### src/rtl/dmem_pkg.sv
// Shared types and default constants for the data-memory responder.
package dmem_pkg;

  localparam int unsigned DMEM_ADDR_W   = 4;
  localparam int unsigned DMEM_DATA_W   = 8;
  localparam int unsigned DMEM_WAIT_MAX = 15;
  localparam int unsigned DMEM_WAIT_CW  = $clog2(DMEM_WAIT_MAX + 1);

  typedef enum logic [1:0] {
    StInit,
    StIdle,
    StWait,
    StAck
  } dmem_state_t;

endpackage

### src/rtl/dmem_array.sv
// Single-port synchronous RAM with write enable and a registered, resettable read port.
module dmem_array #(
  parameter int unsigned AddrW = 4,
  parameter int unsigned DataW = 8
) (
  input  logic             clk_i,
  input  logic             rst_ni,
  input  logic             we_i,
  input  logic             re_i,
  input  logic [AddrW-1:0] addr_i,
  input  logic [DataW-1:0] wdata_i,
  output logic [DataW-1:0] rdata_o
);

  logic [DataW-1:0] mem_q [2**AddrW];
  logic [DataW-1:0] rdata_q;

  // Contents are cleared by the owner's init sweep, not by reset.
  always_ff @(posedge clk_i) begin
    if (we_i) begin
      mem_q[addr_i] <= wdata_i;
    end
  end

  always_ff @(posedge clk_i or negedge rst_ni) begin
    if (!rst_ni) begin
      rdata_q <= '0;
    end else if (re_i) begin
      rdata_q <= mem_q[addr_i];
    end
  end

  assign rdata_o = rdata_q;

endmodule

### src/rtl/data_mem_responder.sv
// Handshaked CPU data-memory target: clear-on-reset sweep, one-shot ready, collision error.
// Optional wait states are built when DMEM_WAIT_EN is defined.
module data_mem_responder
  import dmem_pkg::*;
#(
  parameter int unsigned ADDR_W      = DMEM_ADDR_W,
  parameter int unsigned DATA_W      = DMEM_DATA_W,
  parameter int unsigned WAIT_CYCLES = 2
) (
  input  logic              clock,
  input  logic              reset,
  input  logic              mReadFlag,
  input  logic              mWriteFlag,
  input  logic [ADDR_W-1:0] dataMemAddrBus,
  input  logic [DATA_W-1:0] dataMemInDataBus,
  output logic [DATA_W-1:0] dataMemOutDataBus,
  output logic              memReady,
  output logic              memBusy,
  output logic              memError
);

  dmem_state_t       state_q, state_d;
  logic [ADDR_W-1:0] sweep_q, sweep_d;
  logic              rearm_q, rearm_d;
  logic              ready_q, ready_d;
  logic              busy_q, busy_d;
  logic              error_q, error_d;

  logic              req, collide, sample;
  logic              mem_we, mem_re;
  logic [ADDR_W-1:0] mem_addr;
  logic [DATA_W-1:0] mem_wdata;

`ifdef DMEM_WAIT_EN
  logic [ADDR_W-1:0]       addr_q, addr_d;
  logic [DATA_W-1:0]       wdata_q, wdata_d;
  logic                    wr_q, wr_d;
  logic                    coll_q, coll_d;
  logic [DMEM_WAIT_CW-1:0] wcnt_q, wcnt_d;
`endif

  always_comb begin
    req       = mReadFlag | mWriteFlag;
    collide   = mReadFlag & mWriteFlag;
    sample    = (state_q == StIdle) && rearm_q && req;
    state_d   = state_q;
    sweep_d   = sweep_q;
    rearm_d   = rearm_q;
    error_d   = 1'b0;
    mem_we    = 1'b0;
    mem_re    = 1'b0;
    mem_addr  = dataMemAddrBus;
    mem_wdata = dataMemInDataBus;
`ifdef DMEM_WAIT_EN
    addr_d    = addr_q;
    wdata_d   = wdata_q;
    wr_d      = wr_q;
    coll_d    = coll_q;
    wcnt_d    = wcnt_q;
`endif

    unique case (state_q)
      StInit: begin
        mem_we    = 1'b1;
        mem_addr  = sweep_q;
        mem_wdata = '0;
        sweep_d   = sweep_q + 1'b1;
        if (&sweep_q) state_d = StIdle;
      end
      StIdle: begin
        if (!req) rearm_d = 1'b1;
        if (sample) begin
          rearm_d = 1'b0;
          error_d = collide;
`ifdef DMEM_WAIT_EN
          addr_d  = dataMemAddrBus;
          wdata_d = dataMemInDataBus;
          wr_d    = mWriteFlag;
          coll_d  = collide;
          if (WAIT_CYCLES > 0) begin
            state_d = StWait;
            wcnt_d  = DMEM_WAIT_CW'(WAIT_CYCLES - 1);
          end else begin
            state_d = StAck;
            mem_we  = mWriteFlag & ~collide;
            mem_re  = mReadFlag & ~collide;
          end
`else
          state_d = StAck;
          mem_we  = mWriteFlag & ~collide;
          mem_re  = mReadFlag & ~collide;
`endif
        end
      end
`ifdef DMEM_WAIT_EN
      StWait: begin
        if (wcnt_q == '0) begin
          // Commit from the latched request; the live buses may have moved on.
          state_d   = StAck;
          mem_addr  = addr_q;
          mem_wdata = wdata_q;
          mem_we    = wr_q & ~coll_q;
          mem_re    = ~wr_q & ~coll_q;
        end else begin
          wcnt_d = wcnt_q - 1'b1;
        end
      end
`endif
      StAck: begin
        state_d = StIdle;
      end
      default: begin
        state_d = StInit;
      end
    endcase

    ready_d = (state_d == StAck);
    busy_d  = (state_d != StIdle);
  end

  always_ff @(posedge clock or negedge reset) begin
    if (!reset) begin
      state_q <= StInit;
      sweep_q <= '0;
      rearm_q <= 1'b1;
      ready_q <= 1'b0;
      busy_q  <= 1'b1;
      error_q <= 1'b0;
`ifdef DMEM_WAIT_EN
      addr_q  <= '0;
      wdata_q <= '0;
      wr_q    <= 1'b0;
      coll_q  <= 1'b0;
      wcnt_q  <= '0;
`endif
    end else begin
      state_q <= state_d;
      sweep_q <= sweep_d;
      rearm_q <= rearm_d;
      ready_q <= ready_d;
      busy_q  <= busy_d;
      error_q <= error_d;
`ifdef DMEM_WAIT_EN
      addr_q  <= addr_d;
      wdata_q <= wdata_d;
      wr_q    <= wr_d;
      coll_q  <= coll_d;
      wcnt_q  <= wcnt_d;
`endif
    end
  end

  dmem_array #(
    .AddrW(ADDR_W),
    .DataW(DATA_W)
  ) u_array (
    .clk_i  (clock),
    .rst_ni (reset),
    .we_i   (mem_we),
    .re_i   (mem_re),
    .addr_i (mem_addr),
    .wdata_i(mem_wdata),
    .rdata_o(dataMemOutDataBus)
  );

  assign memReady = ready_q;
  assign memBusy  = busy_q;
  assign memError = error_q;

endmodule

### config.mk
export PLATFORM = sky130hd
export DESIGN_NAME = data_mem_responder
export DESIGN_NICKNAME = d
export VERILOG_FILES = /design/src/rtl/dmem_pkg.sv /design/src/rtl/dmem_array.sv /design/src/rtl/data_mem_responder.sv
export SDC_FILE = /design/constraint.sdc
export NUM_CORES = 1
export LEC_CHECK = 0
export CAP_MARGIN = 20
export CORE_AREA = 2 2 125 114
export CTS_CLUSTER_SIZE = 16
export DETAILED_ROUTE_END_ITERATION = 12
export DIE_AREA = 0 0 127 116
export PLACE_DENSITY = 0.56
export SLEW_MARGIN = 20
export SYNTH_ARGS = -nofsm -noshare
export SYNTH_HDL_FRONTEND = slang
export SYNTH_SLANG_ARGS = --single-unit
### constraint.sdc
create_clock -name clock -period 3.05 [get_ports clock]
set_input_delay 0.61 -clock clock [delete_from_list [all_inputs] [get_ports clock]]
set_output_delay 0.61 -clock clock [all_outputs]
set_load 0.005 [all_outputs]
==> flow_summary.json <==
{
  "status": "finished clean",
  "cts_root_buf": "clkbuf_16",
  "gp_congestion": 0.8600,
  "sw_frac_of_total_pct": 23.41,
  "total_power_mw": 4.614,
  "yosysUniqueCellTypes": 35,
  "fp-row-count": 40,
  "yosys.area.top_type": "edfxtp_1",
  "cts-buffers-inserted": 17,
  "grt_max_degree": 34,
  "yosys_warnings": 0,
  "ant_nets": 0,
  "syn_nets": 374,
  "via_per_inst": 5.607,
  "die_h_um": 116,
  "crit_fanout": 16,
  "syn_to_final_growth_pct": 21.94,
  "finalHoldViolations": 0,
  "crit_chain": "nor2_4 -> buf_4 -> nor2_1 -> a31oi_1 -> buf_4 -> a21oi_1 -> nor4_1 -> a21oi_1",
  "timing.slew.headroom_pct": 37.88,
  "port_buffers": 26,
  "required_ns": 3.35,
  "cts_setup_buffers": 0,
  "max_freq_mhz": 387.7,
  "hold_slack_ns": 0.4848,
  "dp_cells": 573,
  "antenna_found_initial": 0,
  "worst-path-buf-inv": 2,
  "drt-pass1-iter-count": 5,
  "drt_iter0_markers": 341,
  "worstSkewPairLatency_ns": 0.42,
  "yosysSeqAreaShare_pct": 75.81,
  "rrSetupSlack_ns": 0.47,
  "cts_hold_buf": 0,
  "totalWireLength_um": 13140,
  "p_leak_nw": 2.330,
  "hp-class": "flop to flop",
  "path_class": "flop to flop",
  "end_kind": "flop",
  "start_kind": "flop",
  "grt_pass1_wl_um": 20250,
  "coreArea_um2": 13310,
  "route.detailed.drc": 0,
  "rsz0062_at_grt": "false",
  "ios": 27,
  "p_seq_share_pct": 48.9,
  "cts_resized": 0,
  "dieArea_um2": 14730,
  "yosys-top-cells-area": "edfxtp_1 68%, a22oi_1 8.5%, dfrtp_1 7.1%",
  "start_util_pct": 42.58,
  "post-route-util_pct": 51.92,
  "fin_crit_sh_pct": 84.57,
  "finalSetupTns_ns": 0,
  "wire_per_inst_um": 21.73,
  "yosysTopAreaCellShare_pct": 67.81,
  "tightest_slew_ns": 0.9289,
  "synthCells": 357,
  "p_per_area_nw_per_um2": 667.5,
  "setup_violations": 0,
  "critPathTopFamily": "simple AND/OR/NAND/NOR gates",
  "finalNonFillerCells": 605,
  "netlist_area_um2": 5668,
  "internal-power_mw": 3.534,
  "clock_path_buffers": 2,
  "grt_util_all_layers_pct": 19.32,
  "hpwl_um": 8634,
  "ir_drop_v": 0.0004448,
  "slew_viol_final": 0,
  "max_cap_viol_count": 0,
  "diodes": 0,
  "syn_area_per_cell_um2": 15.88,
  "p_switching_mw": 1.080,
  "grt_pass1_vias": 3342,
  "path_clk_slew_ns": 0.07,
  "numClockSinks": 146,
  "ys_ff_latch": 146,
  "p_comb_share_pct": 7.0,
  "slowest_stage": "dfrtp_1",
  "slowest_delay_ns": 0.49,
  "min_period_ns": 2.579,
  "fin_worst_skew_ns": 0.01177,
  "layout.nets": 441,
  "cts_tree": "yes",
  "vias": 3392,
  "overflow": 0,
  "p_clk_share_pct": 44.1,
  "die_x_um": 127,
  "arrival_ns": 2.88,
  "h-tree-depth": 4,
  "layout-drive-gt1-share_pct": 18.76
}
## Yosys cell counts (all sizes together)
| cell type | instances |
|---|---|
| a21oi | 41 |
| nor3 | 1 |
| a41o | 1 |
| dfstp | 2 |
| nor2 | 27 |
| dfrtp | 16 |
| a31oi | 4 |
| o31ai | 2 |
| edfxtp | 128 |
| xor2 | 1 |
| o21ai | 2 |
| nand4 | 1 |
| or4b | 2 |
| ha | 1 |
| nand2 | 11 |
| and3 | 2 |
| or4 | 1 |
| nand2b | 3 |
| clkbuf | 2 |
| mux2i | 1 |
| nor3b | 2 |
| mux2 | 1 |
| inv | 3 |
| nand3b | 1 |
| buf | 17 |
| a22oi | 64 |
| o21a | 2 |
| xnor2 | 2 |
| nor4 | 8 |
| nor2b | 8 |
## per-stage QoR
step	cell area (um2)	worst slack, ns
6_report	6912	0.4707
5_1_grt	6912	0.2827
4_1_cts	6912	0.4249
3_5_place_dp	6325	0.1899
3_3_place_gp	6325	0.2302
2_1_floorplan	5668	0.8918
## tightest hold or removal path, cell delays in order (launching register included)
cell	delay [ns]
dfstp_2	0.37
nand2_1	0.05
o31ai_1	0.06
## cells in the final DEF (no fill, tap or decap), types with 2 or more instances in the layout
cell type / count
edfxtp_1: 128
a22oi_1: 64
a21oi_1: 41
buf_4: 38
nor2_1: 26
clkdlybuf4s50_1: 26
clkbuf_16: 17
dfrtp_1: 16
nand2_1: 11
nor2b_1: 8
nor4_1: 8
inv_6: 8
a31oi_1: 4
inv_1: 3
nand2b_1: 3
buf_12: 3
and3_1: 2
o21a_1: 2
nor3b_1: 2
or4b_1: 2
o21ai_2: 2
xnor2_1: 2
clkinv_4: 2
inv_8: 2
dfstp_2: 2
## sequential cells by signal, summed over array words and instances, names as in the netlist
name             flops
u_array.mem_q      128
u_array.rdata_o      8
sweep_q              4
state_q              2
memBusy              1
memError             1
memReady             1
rearm_q              1
## logic make-up after synthesis
| logic type | after synthesis | share of synthesized area, % |
|---|---|---|
| buf+inv | 22 | 3.157 |
| simple gates | 67 | 6.115 |
| flops | 146 | 75.81 |
| mux | 2 | 0.4414 |
| fa+ha+maj | 1 | 0.2207 |
| xor+xnor | 3 | 0.4637 |
| compound gates | 116 | 13.80 |
## final timing paths
| path | start | to | cells after the start |
|---|---|---|---|
| max reg2reg | state_q[0] | u_array.rdata_o[3] | 8 |
| max | state_q[0] | u_array.rdata_o[3] | 8 |
| min | rearm_q | rearm_q | 2 |
| min in group asynchronous | reset | u_array.rdata_o[3] | 1 |
| max in group asynchronous | reset | u_array.rdata_o[4] | 1 |
| min reg2reg | rearm_q | rearm_q | 2 |
## power by group through the flow
stage	logic [mW]	registers [mW]	clock network, mW
3_5_place_dp	0.323	2.30	0
5_1_grt	0.355	2.26	2.16
6_report	0.321	2.26	2.04
4_1_cts	0.323	2.26	2.07
2_1_floorplan	0.145	2.28	0
3_3_place_gp	0.320	2.30	0
## per-layer routing
metal	GRT usage, %	vias to the layer above	routed length, um
li1	-	1562	-
met4	7.253	0	165
met2	29.07	113	6096
met3	4.432	14	700
met1	27.76	1703	6181
met5	0	-	0
## layout make-up
class | instances | area (um2)
inverter | 3 | 11.26
clock inverter | 15 | 161.4
tap | 168 | 210.2
multi-input combinational | 189 | 1201
sequential | 146 | 4297
clock buffer | 17 | 425.4
timing repair buffer | 67 | 605.6
fill | 1079 | 6401
No activity file was read; power rests on OpenSTA's default activity.
